**src/rtl/rtc_alarm_bank_if.sv**
```systemverilog
// Register bus between the RTC register decoder (master) and the alarm bank (slave).
// Signal names follow the RTC register bus naming.
interface rtc_alarm_bank_if;
  logic        wr_en_i;
  logic        rd_en_i;
  logic [31:0] addr_i;
  logic [31:0] wdata_i;
  logic [31:0] rdata_o;

  modport master (output wr_en_i, rd_en_i, addr_i, wdata_i, input rdata_o);
  modport slave  (input wr_en_i, rd_en_i, addr_i, wdata_i, output rdata_o);
endinterface

```
**src/rtl/rtc_alarm_bank.sv**
```systemverilog
// Multi-channel RTC alarm unit: per-field masked compare, one-shot/periodic, sticky pending, level irq.
// Optional feature macro: RTC_ALARM_OVERRUN_EN (adds the W1C OVERRUN flags).
module rtc_alarm_bank #(
  parameter int          N_ALARMS  = 4,
  parameter logic [31:0] BASE_ADDR = 32'h80,
  parameter int          YEAR_W    = 7
) (
  input  logic              clk,
  input  logic              rst,
  input  logic              tick_i,
  input  logic [5:0]        cur_sec_i,
  input  logic [5:0]        cur_min_i,
  input  logic [6:0]        cur_hours_i,
  input  logic [2:0]        cur_dow_i,
  input  logic [4:0]        cur_dom_i,
  input  logic [3:0]        cur_month_i,
  input  logic [YEAR_W-1:0] cur_year_i,
  rtc_alarm_bank_if.slave   bus,
  output logic              irq_o
);

  localparam logic [31:0] WIN_END = 32'(16 + 16 * N_ALARMS);

  logic [5:0]        a_sec   [N_ALARMS];
  logic [5:0]        a_min   [N_ALARMS];
  logic [6:0]        a_hours [N_ALARMS];
  logic [2:0]        a_dow   [N_ALARMS];
  logic [4:0]        a_dom   [N_ALARMS];
  logic [3:0]        a_month [N_ALARMS];
  logic [YEAR_W-1:0] a_year  [N_ALARMS];
  logic [6:0]        mask    [N_ALARMS];
  logic [N_ALARMS-1:0] en, periodic, ie, pending, match, ch_wr, status_clr;

  logic [31:0] off;
  logic [3:0]  ch_sel;
  logic [1:0]  reg_sel;
  logic        ch_hit;
  logic [31:0] rd_val;
  logic        unused_bits;

  assign off     = bus.addr_i - BASE_ADDR;
  assign ch_hit  = (off >= 32'h10) && (off < WIN_END);
  assign ch_sel  = 4'((off - 32'h10) >> 4);
  assign reg_sel = off[3:2];
  assign status_clr = (bus.wr_en_i && off == 32'h0) ? bus.wdata_i[N_ALARMS-1:0] : '0;
  // Sink for address/data bits that no register field decodes.
  assign unused_bits = ^{bus.wdata_i, off};

  always_comb begin
    ch_wr = '0;
    match = '0;
    for (int k = 0; k < N_ALARMS; k++) begin
      ch_wr[k] = bus.wr_en_i && ch_hit && (ch_sel == 4'(k));
      match[k] = tick_i && en[k]
              && (!mask[k][0] || a_sec[k]   == cur_sec_i)
              && (!mask[k][1] || a_min[k]   == cur_min_i)
              && (!mask[k][2] || a_hours[k] == cur_hours_i)
              && (!mask[k][3] || a_dow[k]   == cur_dow_i)
              && (!mask[k][4] || a_dom[k]   == cur_dom_i)
              && (!mask[k][5] || a_month[k] == cur_month_i)
              && (!mask[k][6] || a_year[k]  == cur_year_i);
    end
  end

`ifdef RTC_ALARM_OVERRUN_EN
  logic [N_ALARMS-1:0] overrun, overrun_clr;
  assign overrun_clr = (bus.wr_en_i && off == 32'h4) ? bus.wdata_i[N_ALARMS-1:0] : '0;

  // A W1C of pending in the match cycle also suppresses the overrun report.
  always_ff @(posedge clk) begin
    if (rst) overrun <= '0;
    else     overrun <= (overrun & ~overrun_clr) | (match & pending & ~status_clr);
  end
`endif

  always_comb begin
    rd_val = '0;
    if (off == 32'h0) begin
      rd_val[N_ALARMS-1:0] = pending;
    end
`ifdef RTC_ALARM_OVERRUN_EN
    else if (off == 32'h4) begin
      rd_val[N_ALARMS-1:0] = overrun;
    end
`endif
    for (int k = 0; k < N_ALARMS; k++) begin
      if (ch_hit && ch_sel == 4'(k)) begin
        case (reg_sel)
          2'd0: begin
            rd_val[5:0]   = a_sec[k];
            rd_val[13:8]  = a_min[k];
            rd_val[22:16] = a_hours[k];
          end
          2'd1: begin
            rd_val[2:0]          = a_dow[k];
            rd_val[12:8]         = a_dom[k];
            rd_val[19:16]        = a_month[k];
            rd_val[24 +: YEAR_W] = a_year[k];
          end
          2'd2: rd_val[6:0] = mask[k];
          default: rd_val[2:0] = {ie[k], periodic[k], en[k]};
        endcase
      end
    end
  end

  // A new match wins over a same-cycle W1C; a CTRL write wins over the one-shot auto-clear.
  always_ff @(posedge clk) begin
    if (rst) begin
      pending  <= '0;
      en       <= '0;
      periodic <= '0;
      ie       <= '0;
      for (int k = 0; k < N_ALARMS; k++) begin
        a_sec[k]   <= '0;
        a_min[k]   <= '0;
        a_hours[k] <= '0;
        a_dow[k]   <= '0;
        a_dom[k]   <= '0;
        a_month[k] <= '0;
        a_year[k]  <= '0;
        mask[k]    <= '0;
      end
    end else begin
      pending <= (pending & ~status_clr) | match;
      for (int k = 0; k < N_ALARMS; k++) begin
        if (ch_wr[k] && reg_sel == 2'd0) begin
          a_sec[k]   <= bus.wdata_i[5:0];
          a_min[k]   <= bus.wdata_i[13:8];
          a_hours[k] <= bus.wdata_i[22:16];
        end
        if (ch_wr[k] && reg_sel == 2'd1) begin
          a_dow[k]   <= bus.wdata_i[2:0];
          a_dom[k]   <= bus.wdata_i[12:8];
          a_month[k] <= bus.wdata_i[19:16];
          a_year[k]  <= bus.wdata_i[24 +: YEAR_W];
        end
        if (ch_wr[k] && reg_sel == 2'd2) begin
          mask[k] <= bus.wdata_i[6:0];
        end
        if (ch_wr[k] && reg_sel == 2'd3) begin
          en[k]       <= bus.wdata_i[0];
          periodic[k] <= bus.wdata_i[1];
          ie[k]       <= bus.wdata_i[2];
        end else if (match[k] && !periodic[k]) begin
          en[k] <= 1'b0;
        end
      end
    end
  end

  always_ff @(posedge clk) begin
    if (rst) begin
      bus.rdata_o <= '0;
      irq_o       <= 1'b0;
    end else begin
      if (bus.rd_en_i) bus.rdata_o <= rd_val;
      irq_o <= |(pending & ie);
    end
  end

endmodule

```
**src/flat_wrapper.sv**
```systemverilog
// flat-port wrapper written by rule: the top's interface ports become plain ports
module rtc_alarm_bank_flat 
#(
  parameter int          N_ALARMS  = 4,
  parameter logic [31:0] BASE_ADDR = 32'h80,
  parameter int          YEAR_W    = 7
)
  (clk, rst, tick_i, cur_sec_i, cur_min_i, cur_hours_i, cur_dow_i, cur_dom_i, cur_month_i, cur_year_i, irq_o, bus_wr_en_i, bus_rd_en_i, bus_addr_i, bus_wdata_i, bus_rdata_o);
  rtc_alarm_bank_if bus_i ();
  input  logic clk;
  input  logic rst;
  input  logic tick_i;
  input  logic [5:0] cur_sec_i;
  input  logic [5:0] cur_min_i;
  input  logic [6:0] cur_hours_i;
  input  logic [2:0] cur_dow_i;
  input  logic [4:0] cur_dom_i;
  input  logic [3:0] cur_month_i;
  input  logic [YEAR_W-1:0] cur_year_i;
  output logic irq_o;
  input wire logic [$bits(bus_i.wr_en_i)-1:0] bus_wr_en_i;
  input wire logic [$bits(bus_i.rd_en_i)-1:0] bus_rd_en_i;
  input wire logic [$bits(bus_i.addr_i)-1:0] bus_addr_i;
  input wire logic [$bits(bus_i.wdata_i)-1:0] bus_wdata_i;
  output wire logic [$bits(bus_i.rdata_o)-1:0] bus_rdata_o;
  assign bus_i.wr_en_i = bus_wr_en_i;
  assign bus_i.rd_en_i = bus_rd_en_i;
  assign bus_i.addr_i = bus_addr_i;
  assign bus_i.wdata_i = bus_wdata_i;
  assign bus_rdata_o = bus_i.rdata_o;
  rtc_alarm_bank #(.N_ALARMS(N_ALARMS), .BASE_ADDR(BASE_ADDR), .YEAR_W(YEAR_W)) u_core (.clk(clk), .rst(rst), .tick_i(tick_i), .cur_sec_i(cur_sec_i), .cur_min_i(cur_min_i), .cur_hours_i(cur_hours_i), .cur_dow_i(cur_dow_i), .cur_dom_i(cur_dom_i), .cur_month_i(cur_month_i), .cur_year_i(cur_year_i), .bus(bus_i), .irq_o(irq_o));
endmodule
```
**config.mk**
```make
export PLATFORM = sky130hd
export DESIGN_NAME = rtc_alarm_bank_flat
export DESIGN_NICKNAME = d
export VERILOG_FILES = /design/src/rtl/rtc_alarm_bank_if.sv /design/src/rtl/rtc_alarm_bank.sv /design/src/flat_wrapper.sv
export SDC_FILE = /design/constraint.sdc
export NUM_CORES = 1
export LEC_CHECK = 0
export CAP_MARGIN = 20
export CORE_ASPECT_RATIO = 1.2
export CORE_MARGIN = 2
export CORE_UTILIZATION = 52
export CTS_CLUSTER_DIAMETER = 120
export DETAILED_ROUTE_END_ITERATION = 16
export PLACE_DENSITY = 0.88
export SLEW_MARGIN = 20
export SYNTH_ARGS = -nofsm -noshare
export SYNTH_HDL_FRONTEND = slang
export SYNTH_SLANG_ARGS = --single-unit
```
**constraint.sdc**
```tcl
create_clock -name clk -period 4.96 [get_ports clk]
set_clock_uncertainty 0.1 [all_clocks]
set_input_delay 1.488 -clock clk [delete_from_list [all_inputs] [get_ports clk]]
set_output_delay 1.488 -clock clk [all_outputs]
set_load 0.03 [all_outputs]
```
==> key figures, run 1 <==
Run status
  – Status: finished, final reports clean

STA
  – Minimum clock period after layout: 4.59 ns
  – Final hold violations: 0
  – Slew headroom: 38.7%
  – Max Fclk: 218 MHz
  – Setup violators final: 0
  – Period utilization: 92.6%
  – Tightest Pin Transition: 0.917 ns
  – Hold_ws: 0.380 ns
  – RSZ-0062 raised after global routing: no
  – Fin. max-slew vios: 0
  – Setup ws final: 0.366 ns

Worst hold path
  – Hold endpoint: u_core.bus.rdata_o[30]$_SDFFE_PP0P_
  – Hold path start: u_core.bus.rdata_o[30]$_SDFFE_PP0P_
  – Hold depth: 1
  – Min-Delay Path Class: register to register

Power and ir drop
  – Lkg Pwr: 0.00540 µW
  – Pwr/cell area: 295 mW/mm²
  – Comb power frac: 12.5%
  – Tot Pwr: 4530 µW
  – Clock power share: 39.6%
  – Max VDD drop: 0.000202 V
  – Share of total power in sequential cells: 47.9%
  – NetSw: 1110 µW
  – Pint: 3420 µW
  – Sw Share: 24.5%

CTS
  – Clk_lat worst skew: 0.53 ns
  – Clk slew on worst S/H paths: 0.06 ns
  – Clk sinks: 224
  – Total CTS buffers: 23
  – H-tree depth: 1
  – CTS resizes: 0
  – CTS tree: built
  – # hold bufs at CTS: 0
  – Post CTS Setup Buffer Count: 0
  – Clock root buffer: clkbuf_16
  – Clock Tree Buf Depth: 3

Setup path
  – R2R Setup Slk: 2.16 ns
  – Crit path max-delay family: simple AND/OR/NAND/NOR gates
  – Setup crit start: bus_addr_i[8]
  – Buf+Inv Stages, Crit Path: 3
  – Slowest CP cell: or4b_2
  – CP peak stage delay: 0.63 ns
  – R2R cell count: 8
  – Startpoint Class: input port
  – Kind of critical path: input port to register
  – Worst r2r dst: u_core.en[1]$_SDFFE_PP0P_
  – Crit path max fanout: 11
  – Reg-to-Reg Start: u_core.a_year[1][0]$_SDFFCE_PN0P_
  – Worst EP arrival: 4.70 ns
  – Crit. End Element: register
  – Critical-path cell list: clkdlybuf4s50_1 -> inv_1 -> ha_1 -> or4b_2 -> nor3b_1 -> a31oi_1 -> o2bb2ai_1 -> nand3_1 -> nor2_2 -> nand2_1 -> o21bai_2 -> buf_4
  – Worst Path Required: 5.06 ns

Synth
  – #FFs+latches synth: 224
  – Commonest cells in the netlist: edfxtp_1 (180), and2_1 (162), xnor2_1 (76), xor2_1 (76), nor2_1 (51)
  – Synth area leaders: edfxtp_1 (43%), and2_1 (8.1%), dfxtp_1 (7.0%), xnor2_1 (5.3%), xor2_1 (5.3%)
  – Yosys top cell area share: 43.0%
  – Syn_area_per_cell: 11.2 µm²
  – Most frequent cell after synthesis: edfxtp_1
  – Async set-reset flop share out of synthesis: 0%
  – Post-Synthesis Cells: 1,121
  – Post-synthesis sequential area ratio: 50.0%
  – Ys flop type: edfxtp_1
  – EDFF count, synth: 180
  – Distinct cells, synth: 70
  – YS warnings: 0
  – Post-Syn Area: 0.0126 mm²
  – Post-synth top area cell: edfxtp_1

Placement
  – Hpwl dp: 28.0 mm
  – Port bufs: 129
  – Post-placement cell count: 1,571
  – Setup Slack @ Placement: -0.101 ns
  – RePlAce Congestion: 0.984

Finish
  – Register area: 0.00629 mm²
  – Multi-input gate area: 0.00597 mm²
  – Final-stage net count: 1,384
  – Finished Layout Cells: 1,613
  – Layout overhead on the synthesized area: 21.9%
  – N_diodes: 0
  – Fillers: 1,779
  – Share of layout cells above drive strength 1: 14.2%
  – Fin util: 64.2%

Floorplan
  – Num rows: 62
  – Core ar.: 0.0239 mm²
  – Die X: 146 µm
  – Starting Density: 52.7%
  – Die Ht: 174 µm
  – Io pins: 140
  – Die ar.: 0.0255 mm²

GRT
  – Vias in the first global route: 10,400
  – First-pass GRT wire length: 58.9 mm
  – Largest net degree at the start of global routing: 30
  – Grt ovf: 0
  – Total Routing Usage GR: 30.0%
  – Initial antenna violation count: 0

Routing
  – Vias: 10,000
  – Routed WL per cell: 23.7 µm
  – Final WL: 38.2 mm
  – DR iter-0 viols: 1,250
  – Antenna Violating Nets Remaining: 0
  – Vias/cell: 6.22
  – TritonRoute pass-1 iters: 6
  – DRC: 0

Job
  – MaxCap Viol Count: 0
layout by cell type (no fill, tap or decap), types with 23 or more instances in the layout:
cell type        count
a21oi_1             25
and2_1             162
mux2_2              36
nand3_1             47
buf_4               61
nor4_1              23
edfxtp_1           180
mux2i_1             26
nand2_1             39
dfxtp_1             44
clkbuf_16           23
xor2_1              76
nor2_1              50
xnor2_1             76
clkdlybuf4s50_1    127
metal layers:
metal / up-vias / GRT usage, % / wire length [µm]
met2: 657 / 51.3 / 18700
met1: 4817 / 35.4 / 13400
met4: 0 / 16.6 / 2120
met5: - / 0 / 0
li1: 4421 / - / -
met3: 139 / 5.96 / 4000
layout make-up:
cell class,count,share of cell area [%]
Tap cell,320,2.61
Multi-Input combinational cell,817,38.9
Inverter,14,0.343
Clock inverter,17,1.24
Clock buffer,25,3.80
Sequential cell,224,41.0
Timing Repair Buffer,196,12.1
power groups by stage:
| stage | Sequential, µW | Clock, µW | Combinational [µW] |
|---|---|---|---|
| 3_5_place_dp | 2210 | 0 | 550 |
| 2_1_floorplan | 2200 | 0 | 291 |
| 5_1_grt | 2180 | 1870 | 597 |
| 6_report | 2170 | 1790 | 566 |
| 3_3_place_gp | 2200 | 0 | 536 |
| 4_1_cts | 2170 | 1800 | 556 |
per-stage QoR:
stage          cell area [µm²]  TNS, ns
6_report                 15300        0
5_1_grt                  15300        0
4_1_cts                  15300        0
3_5_place_dp             14600    -2.70
3_3_place_gp             14600        0
2_1_floorplan            12600        0
kinds of logic (layout without fill, tap and decap cells):
logic type | count (synthesis) | after routing | synth area share [%]
flip-flops | 224 | 224 | 50.0
buffers and inverters | 84 | 252 | 2.88
AO/OA/AOI/OAI | 161 | 161 | 9.23
AND/OR/NAND/NOR | 424 | 424 | 19.8
adder cells (fa/ha/maj) | 1 | 1 | 0.0994
other | 1 | 5 | 0.0298
multiplexers | 74 | 74 | 7.44
XOR/XNOR | 152 | 152 | 10.6
sequential cells by signal, indices dropped and copies added (netlist names):
name                flops
u_core.a_year          28
u_core.a_dow           12
u_core.a_dom           20
u_core.periodic         4
u_core.en               4
u_core.a_sec           24
u_core.pending          4
u_core.irq_o            1
u_core.mask            28
u_core.a_min           24
u_core.bus.rdata_o     27
u_core.ie               4
u_core.a_hours         28
u_core.a_month         16
worst max path at each step:
| stage | to | slack (ns) | cells after the start |
|---|---|---|---|
| after floorplan | u_core.a_dom[0][0]$_SDFFCE_PN0P_ | 0.11 | 12 |
| after global placement | u_core.a_month[0][2]$_SDFFCE_PN0P_ | 0.005 | 12 |
| after detailed placement | u_core.a_month[0][3]$_SDFFCE_PN0P_ | -0.10 | 12 |
| after CTS | u_core.a_month[0][2]$_SDFFCE_PN0P_ | 0.41 | 12 |
| after global routing | u_core.a_month[0][2]$_SDFFCE_PN0P_ | 0.21 | 13 |
| final | u_core.a_month[0][2]$_SDFFCE_PN0P_ | 0.37 | 12 |
(Power assumes the default switching activity.)
==> run 2, diff against run 1 <==
- ABC_CLOCK_PERIOD_IN_PS: unset -> 4960
==> results of run 2 <==
The final DEF is identical to that of run 1; final timing and power are the same.
